--- src/rtl/thumb_fetch_unit_if.sv ---
// thumb_fetch_unit_if
//   Bundles the instruction-memory bus, the branch/halt controls and the
//   decode-side valid/ready handshake of the fetch stage.
//   master : the fetch unit (drives strobe, address and the decode head)
//   slave  : the surrounding core/memory (drives data, branch, halt, ready)
interface thumb_fetch_unit_if #(
    parameter int WORD_SIZE  = 32,
    parameter int HWORD_SIZE = 16
);
    logic                  read_instruction_n;
    logic [WORD_SIZE-1:0]  instruction_address;
    logic [HWORD_SIZE-1:0] instruction;
    logic                  branch_valid;
    logic [WORD_SIZE-1:0]  branch_target;
    logic                  halt;
    logic                  dec_valid;
    logic [HWORD_SIZE-1:0] dec_instr;
    logic [WORD_SIZE-1:0]  dec_pc;
    logic                  dec_ready;

    modport master (
        output read_instruction_n, instruction_address,
        output dec_valid, dec_instr, dec_pc,
        input  instruction, branch_valid, branch_target, halt, dec_ready
    );

    modport slave (
        input  read_instruction_n, instruction_address,
        input  dec_valid, dec_instr, dec_pc,
        output instruction, branch_valid, branch_target, halt, dec_ready
    );
endinterface

--- src/rtl/thumb_fetch_unit.sv ---
// thumb_fetch_unit
//   Instruction fetch stage: strobes instruction memory, waits READ_WAIT
//   extra cycles, captures halfwords into a prefetch queue and presents the
//   queue head to decode over valid/ready. A branch flushes everything.
//   clk     : system clock, rising edge
//   reset_n : synchronous active-low reset
//   bus     : thumb_fetch_unit_if.master (memory bus, branch/halt, decode)
//
//   state   | meaning
//   --------+-------------------------------------------------------------
//   IDLE    | no fetch in flight; start one when a slot is free and !halt
//   REQ     | strobe low, counting wait states, capture when counter is 0
//   RECOVER | one-cycle strobe-high gap after a capture or a branch
module thumb_fetch_unit #(
    parameter int                WORD_SIZE   = 32,
    parameter int                HWORD_SIZE  = 16,
    parameter int                QUEUE_DEPTH = 4,
    parameter int                READ_WAIT   = 0,
    parameter logic [WORD_SIZE-1:0] RESET_PC = '0
) (
    input  logic                    clk,
    input  logic                    reset_n,
    thumb_fetch_unit_if.master      bus
);
    localparam int PTR_W  = $clog2(QUEUE_DEPTH);
    localparam int CNT_W  = PTR_W + 1;
    localparam int WAIT_W = (READ_WAIT > 0) ? $clog2(READ_WAIT + 1) : 1;

    typedef enum logic [1:0] {IDLE, REQ, RECOVER} state_t;

    state_t                state;
    logic                  read_n_q;
    logic [WORD_SIZE-1:0]  addr_q;
    logic [WORD_SIZE-1:0]  pc;
    logic [WAIT_W-1:0]     wait_cnt;
    logic [HWORD_SIZE-1:0] q_instr [QUEUE_DEPTH];
    logic [WORD_SIZE-1:0]  q_pc    [QUEUE_DEPTH];
    logic [PTR_W-1:0]      head;
    logic [PTR_W-1:0]      tail;
    logic [CNT_W-1:0]      count;

    logic pop;
    logic capture;
    logic can_fetch;

    assign bus.read_instruction_n  = read_n_q;
    assign bus.instruction_address = addr_q;
    assign bus.dec_valid           = (count != '0);
    assign bus.dec_instr           = q_instr[head];
    assign bus.dec_pc              = q_pc[head];

    assign pop     = bus.dec_valid && bus.dec_ready;
    assign capture = (state == REQ) && (wait_cnt == '0);
    // The slot for a new fetch is reserved on entry to REQ: only one fetch
    // is ever in flight, so counting after this cycle's pop is sufficient.
    assign can_fetch = !bus.halt && ((count - CNT_W'(pop)) < CNT_W'(QUEUE_DEPTH));

    always_ff @(posedge clk) begin
        if (!reset_n) begin
            state    <= IDLE;
            read_n_q <= 1'b1;
            addr_q   <= RESET_PC;
            pc       <= RESET_PC;
            wait_cnt <= '0;
            head     <= '0;
            tail     <= '0;
            count    <= '0;
            for (int i = 0; i < QUEUE_DEPTH; i++) begin
                q_instr[i] <= '0;
                q_pc[i]    <= '0;
            end
        end else if (bus.branch_valid) begin
            // Branch wins over any pop, push or in-flight fetch.
            state    <= RECOVER;
            read_n_q <= 1'b1;
            wait_cnt <= '0;
            pc       <= bus.branch_target & ~WORD_SIZE'(1);
            head     <= '0;
            tail     <= '0;
            count    <= '0;
        end else begin
            if (pop)
                head <= head + PTR_W'(1);
            if (capture) begin
                q_instr[tail] <= bus.instruction;
                q_pc[tail]    <= addr_q;
                tail          <= tail + PTR_W'(1);
            end
            count <= count + CNT_W'(capture) - CNT_W'(pop);

            case (state)
                REQ: begin
                    if (wait_cnt != '0) begin
                        wait_cnt <= wait_cnt - WAIT_W'(1);
                    end else begin
                        pc       <= pc + WORD_SIZE'(2);
                        state    <= RECOVER;
                        read_n_q <= 1'b1;
                    end
                end
                default: begin
                    if (can_fetch) begin
                        state    <= REQ;
                        read_n_q <= 1'b0;
                        addr_q   <= pc;
                        wait_cnt <= WAIT_W'(READ_WAIT);
                    end else begin
                        state <= IDLE;
                    end
                end
            endcase
        end
    end
endmodule
--- src/flat_wrapper.sv ---
// flat-port wrapper written by rule: the top's interface ports become plain ports
module thumb_fetch_unit_flat 
#(
    parameter int                WORD_SIZE   = 32,
    parameter int                HWORD_SIZE  = 16,
    parameter int                QUEUE_DEPTH = 4,
    parameter int                READ_WAIT   = 0,
    parameter logic [WORD_SIZE-1:0] RESET_PC = '0
)
  (clk, reset_n, bus_read_instruction_n, bus_instruction_address, bus_dec_valid, bus_dec_instr, bus_dec_pc, bus_instruction, bus_branch_valid, bus_branch_target, bus_halt, bus_dec_ready);
  thumb_fetch_unit_if #(.WORD_SIZE(WORD_SIZE), .HWORD_SIZE(HWORD_SIZE)) bus_i ();
  input  logic clk;
  input  logic reset_n;
  output wire logic [$bits(bus_i.read_instruction_n)-1:0] bus_read_instruction_n;
  output wire logic [$bits(bus_i.instruction_address)-1:0] bus_instruction_address;
  output wire logic [$bits(bus_i.dec_valid)-1:0] bus_dec_valid;
  output wire logic [$bits(bus_i.dec_instr)-1:0] bus_dec_instr;
  output wire logic [$bits(bus_i.dec_pc)-1:0] bus_dec_pc;
  input wire logic [$bits(bus_i.instruction)-1:0] bus_instruction;
  input wire logic [$bits(bus_i.branch_valid)-1:0] bus_branch_valid;
  input wire logic [$bits(bus_i.branch_target)-1:0] bus_branch_target;
  input wire logic [$bits(bus_i.halt)-1:0] bus_halt;
  input wire logic [$bits(bus_i.dec_ready)-1:0] bus_dec_ready;
  assign bus_read_instruction_n = bus_i.read_instruction_n;
  assign bus_instruction_address = bus_i.instruction_address;
  assign bus_dec_valid = bus_i.dec_valid;
  assign bus_dec_instr = bus_i.dec_instr;
  assign bus_dec_pc = bus_i.dec_pc;
  assign bus_i.instruction = bus_instruction;
  assign bus_i.branch_valid = bus_branch_valid;
  assign bus_i.branch_target = bus_branch_target;
  assign bus_i.halt = bus_halt;
  assign bus_i.dec_ready = bus_dec_ready;
  thumb_fetch_unit #(.WORD_SIZE(WORD_SIZE), .HWORD_SIZE(HWORD_SIZE), .QUEUE_DEPTH(QUEUE_DEPTH), .READ_WAIT(READ_WAIT), .RESET_PC(RESET_PC)) u_core (.clk(clk), .reset_n(reset_n), .bus(bus_i));
endmodule
--- config.mk ---
export PLATFORM = sky130hd
export DESIGN_NAME = thumb_fetch_unit_flat
export DESIGN_NICKNAME = d
export VERILOG_FILES = /design/src/rtl/thumb_fetch_unit_if.sv /design/src/rtl/thumb_fetch_unit.sv /design/src/flat_wrapper.sv
export SDC_FILE = /design/constraint.sdc
export NUM_CORES = 1
export LEC_CHECK = 0
export ABC_CLOCK_PERIOD_IN_PS = 5600
export CELL_PAD_IN_SITES_DETAIL_PLACEMENT = 0
export CELL_PAD_IN_SITES_GLOBAL_PLACEMENT = 1
export CORE_MARGIN = 2
export CORE_UTILIZATION = 40
export DETAILED_ROUTE_END_ITERATION = 8
export GPL_TIMING_DRIVEN = 0
export PLACE_DENSITY = 0.79
export SLEW_MARGIN = 20
export SYNTH_ARGS = -nofsm -noshare
export SYNTH_HDL_FRONTEND = slang
export SYNTH_SLANG_ARGS = --single-unit
--- constraint.sdc ---
create_clock -name clk -period 5.6 [get_ports clk]
set_clock_uncertainty 0.05 [all_clocks]
set_input_delay 0.56 -clock clk [delete_from_list [all_inputs] [get_ports clk]]
set_output_delay 0.56 -clock clk [all_outputs]
set_load 0.02 [all_outputs]
==> flow_metrics.py <==
metrics = {
    "cts": {
        "htree_num_levels": 1,
        "ctsLongestPathBuffers": 3,
        "ctsHoldBuffers": 0,
        "clock_sinks": 262,
        "cts_resized": 0,
        "clk_pin_slew_ns": 0.06,
        "numCtsBuffers": 28,
        "cts-root-buf": "clkbuf_16",
        "post-cts-setup-buffer-count": 0,
        "worstSkewPairLatency_ns": 0.53,
        "tritoncts": "yes",
    },
    "cells_and_area": {
        "drive_above_1_share_pct": 11.2,
        "final_area_um2": 14500,
        "syn2layout_area_growth_pct": 25.9,
        "fin_nets": 1171,
        "diodes": 0,
    },
    "critical_path": {
        "critPathLaunchType": "register",
        "crit_path_end_kind": "output port",
        "critPathSlowestCell": "clkbuf_1",
        "crit_chain": "clkbuf_1 -> buf_2 -> mux4_2 -> clkdlybuf4s50_1",
        "crit_fanout": 10,
        "arrival_ns": 3.15,
        "critical_path_class": "register to output port",
        "cp_slowest_stage_delay_ns": 0.63,
        "critPathRequiredTime_ns": 4.99,
    },
    "place": {
        "dp_hpwl_um": 21000,
        "dpl_cell_area_um2": 13500,
        "globalplace.congestion": 0.896,
        "port_buffers": 131,
    },
    "pwr": {
        "p_leak_nw": 5.30,
        "seqPwrFrac_pct": 49.7,
        "internal_power_mw": 3.44,
        "clockPowerShare_pct": 42.7,
        "vdd_drop_max_uv": 203,
        "power.switching_mw": 0.988,
        "pwr-share-comb_pct": 7.6,
        "power_density_nw_per_um2": 306,
        "swShare_pct": 22.3,
    },
    "global_route": {
        "grt_max_degree": 31,
        "antenna_found_initial": 0,
        "grt_usage_pct": 19.2,
        "grt_pass1_vias": 7865,
        "grt_pass1_wl_um": 45000,
        "grt_overflow": 0,
    },
    "timing": {
        "rsz0062_at_grt": "no",
        "hold_viol_final": 0,
        "fmax_mhz": 266,
        "fin_crit_sh_pct": 67.1,
        "holdWs_ns": 0.435,
        "slew-limit-headroom_pct": 39.2,
        "drv_slew": 0,
        "max_slew.worst_pin.slew_ns": 0.912,
        "fin_crit_ns": 3.76,
        "setup_viol": 0,
    },
    "synthesis": {
        "synthDistinctLibCells": 53,
        "ys_seq_area_share_pct": 62.0,
        "syn-cell-area_um2": 11500,
        "async_reset_ff_share_pct": 0,
        "synth_flop_cell": "edfxtp_1",
        "synth_cells": 938,
        "synth_edf_count": 188,
        "ys_seq_elements": 262,
        "syn_avg_cell_area_um2": 12.3,
        "ys_warn_count": 0,
    },
    "floorplan": {
        "die_y_um": 174,
        "fp-row-count": 62,
        "die_w_um": 174,
        "dieArea_um2": 30100,
        "io_pins": 135,
        "core_area_um2": 28500,
        "initial_core_util_pct": 40.4,
    },
    "routing": {
        "drc": 0,
        "met2WireLength_um": 14300,
        "wl_per_cell_um": 19.0,
        "vias": 7881,
        "dr.first_iter.drc_count": 714,
        "ant_nets": 0,
        "wl_met3_um": 1890,
        "via_per_inst": 5.19,
        "top_layer": "met4",
        "wirelength_um": 28900,
        "wl_met1_um": 12300,
        "drt_first_pass_iters": 5,
    },
    "job": {
        "cap_violations": 0,
    },
    "min_path": {
        "hold_path_class": "register to register",
    },
    "run_status": {
        "status": "finished, final reports clean",
    },
}
==> final cells by class <==
class	instances	area (µm²)
Buffer	66	263
Clock buffer	35	788
Clock inverter	17	174
Fill cell	2504	14000
Inverter	46	173
Multi-Input combinational cell	565	3980
Sequential cell	262	7130
Tap cell	384	480
Timing Repair Buffer	144	1480
==> path summary, 6_finish.rpt <==
path,start,endpoint,slack (ns),depth (start not counted)
setup / recovery,register,bus_dec_pc[21],1.84,4
hold / removal,u_core.pc[31]$_SDFFE_PN0P_,u_core.bus.instruction_address[31]$_SDFFE_PN0P_,0.43,2
hold reg to reg,u_core.pc[31]$_SDFFE_PN0P_,u_core.bus.instruction_address[31]$_SDFFE_PN0P_,0.43,2
setup reg to reg,u_core.state[0]$_SDFF_PP0_,u_core.count[2]$_SDFF_PP0_,2.49,11
==> kinds of logic after synthesis <==
family | count (synthesis) | synth area share [%]
compound gates | 100 | 5.99
xor+xnor | 18 | 1.37
fa+ha+maj | 5 | 0.610
buf+inv | 112 | 3.79
flops | 262 | 62.0
mux | 47 | 9.21
other cells | 1 | 0.0326
simple gates | 393 | 17.0
==> state kept, by name (all words and copies together), names as in the netlist, named ones only <==
signal                          flops
u_core.bus.instruction_address     31
u_core.bus.read_instruction_n       1
u_core.count                        3
u_core.head                         2
u_core.pc                          31
u_core.q_instr                     64
u_core.q_pc                       124
u_core.state                        2
u_core.tail                         2
==> synthesized netlist by cell type, types with 12 or more instances <==
library cell  instances  area share, %
edfxtp_1            188             49
nand2_1             125            4.1
nor2_1               89            2.9
dfxtp_1              74             13
clkbuf_1             55            1.8
and2_1               50            2.7
mux4_2               47            9.2
inv_1                44            1.4
and3_1               36            2.0
a21boi_1             31            2.0
o21ai_0              22           0.96
nand3_1              16           0.70
xnor2_1              13           0.99
nand4_1              12           0.65
nor3_1               12           0.52
==> routing by layer <==
layer	track usage, %	vias to the layer above
met1	25.8	3808
met4	3.95	0
met2	33.1	296
li1	-	3737
met3	2.94	40
met5	0	-
==> worst max-delay path: cells and delay by family, from the launching register on <==
| family | cells | cell delay, ns |
|---|---|---|
| flops | 1 | 0.32 |
| mux | 1 | 0.60 |
| buf+inv | 3 | 1.69 |
==> cell usage in the layout (no fill, tap or decap), types with 7 or more instances in the layout <==
cell,n
a21boi_1,31
a21oi_1,8
a31oi_1,7
and2_1,50
and3_1,36
and4_1,7
buf_6,8
clkbuf_1,57
clkbuf_16,29
clkdlybuf4s50_1,131
clkinv_2,8
dfxtp_1,74
edfxtp_1,188
inv_1,44
mux4_2,47
nand2_1,125
nand2b_1,8
nand3_1,16
nand4_1,12
nor2_1,89
nor3_1,12
nor4_1,10
o21ai_0,22
or4_1,7
xnor2_1,13
==> metrics by stage <==
step	worst slack [ns]	setup TNS [ns]	std cells	util [%]	power, mW
5_1_grt	1.63	0	1519	50.8	4.57
2_1_floorplan	0.305	0	939	-	2.40
6_report	1.84	0	1519	50.8	4.43
3_3_place_gp	-3.31	-448.47	1454	46.7	2.57
3_5_place_dp	1.63	0	1467	47.4	2.58
4_1_cts	1.76	0	1519	50.8	4.45
==> power by group through the flow <==
stage	clock network (mW)	registers [mW]	logic, mW
floorplan	0	2.24	0.165
global placement	0	2.25	0.318
detailed placement	0	2.24	0.338
CTS	1.91	2.20	0.339
global route	2.00	2.21	0.361
finish	1.89	2.20	0.336
No activity file was read; power rests on OpenSTA's default activity.
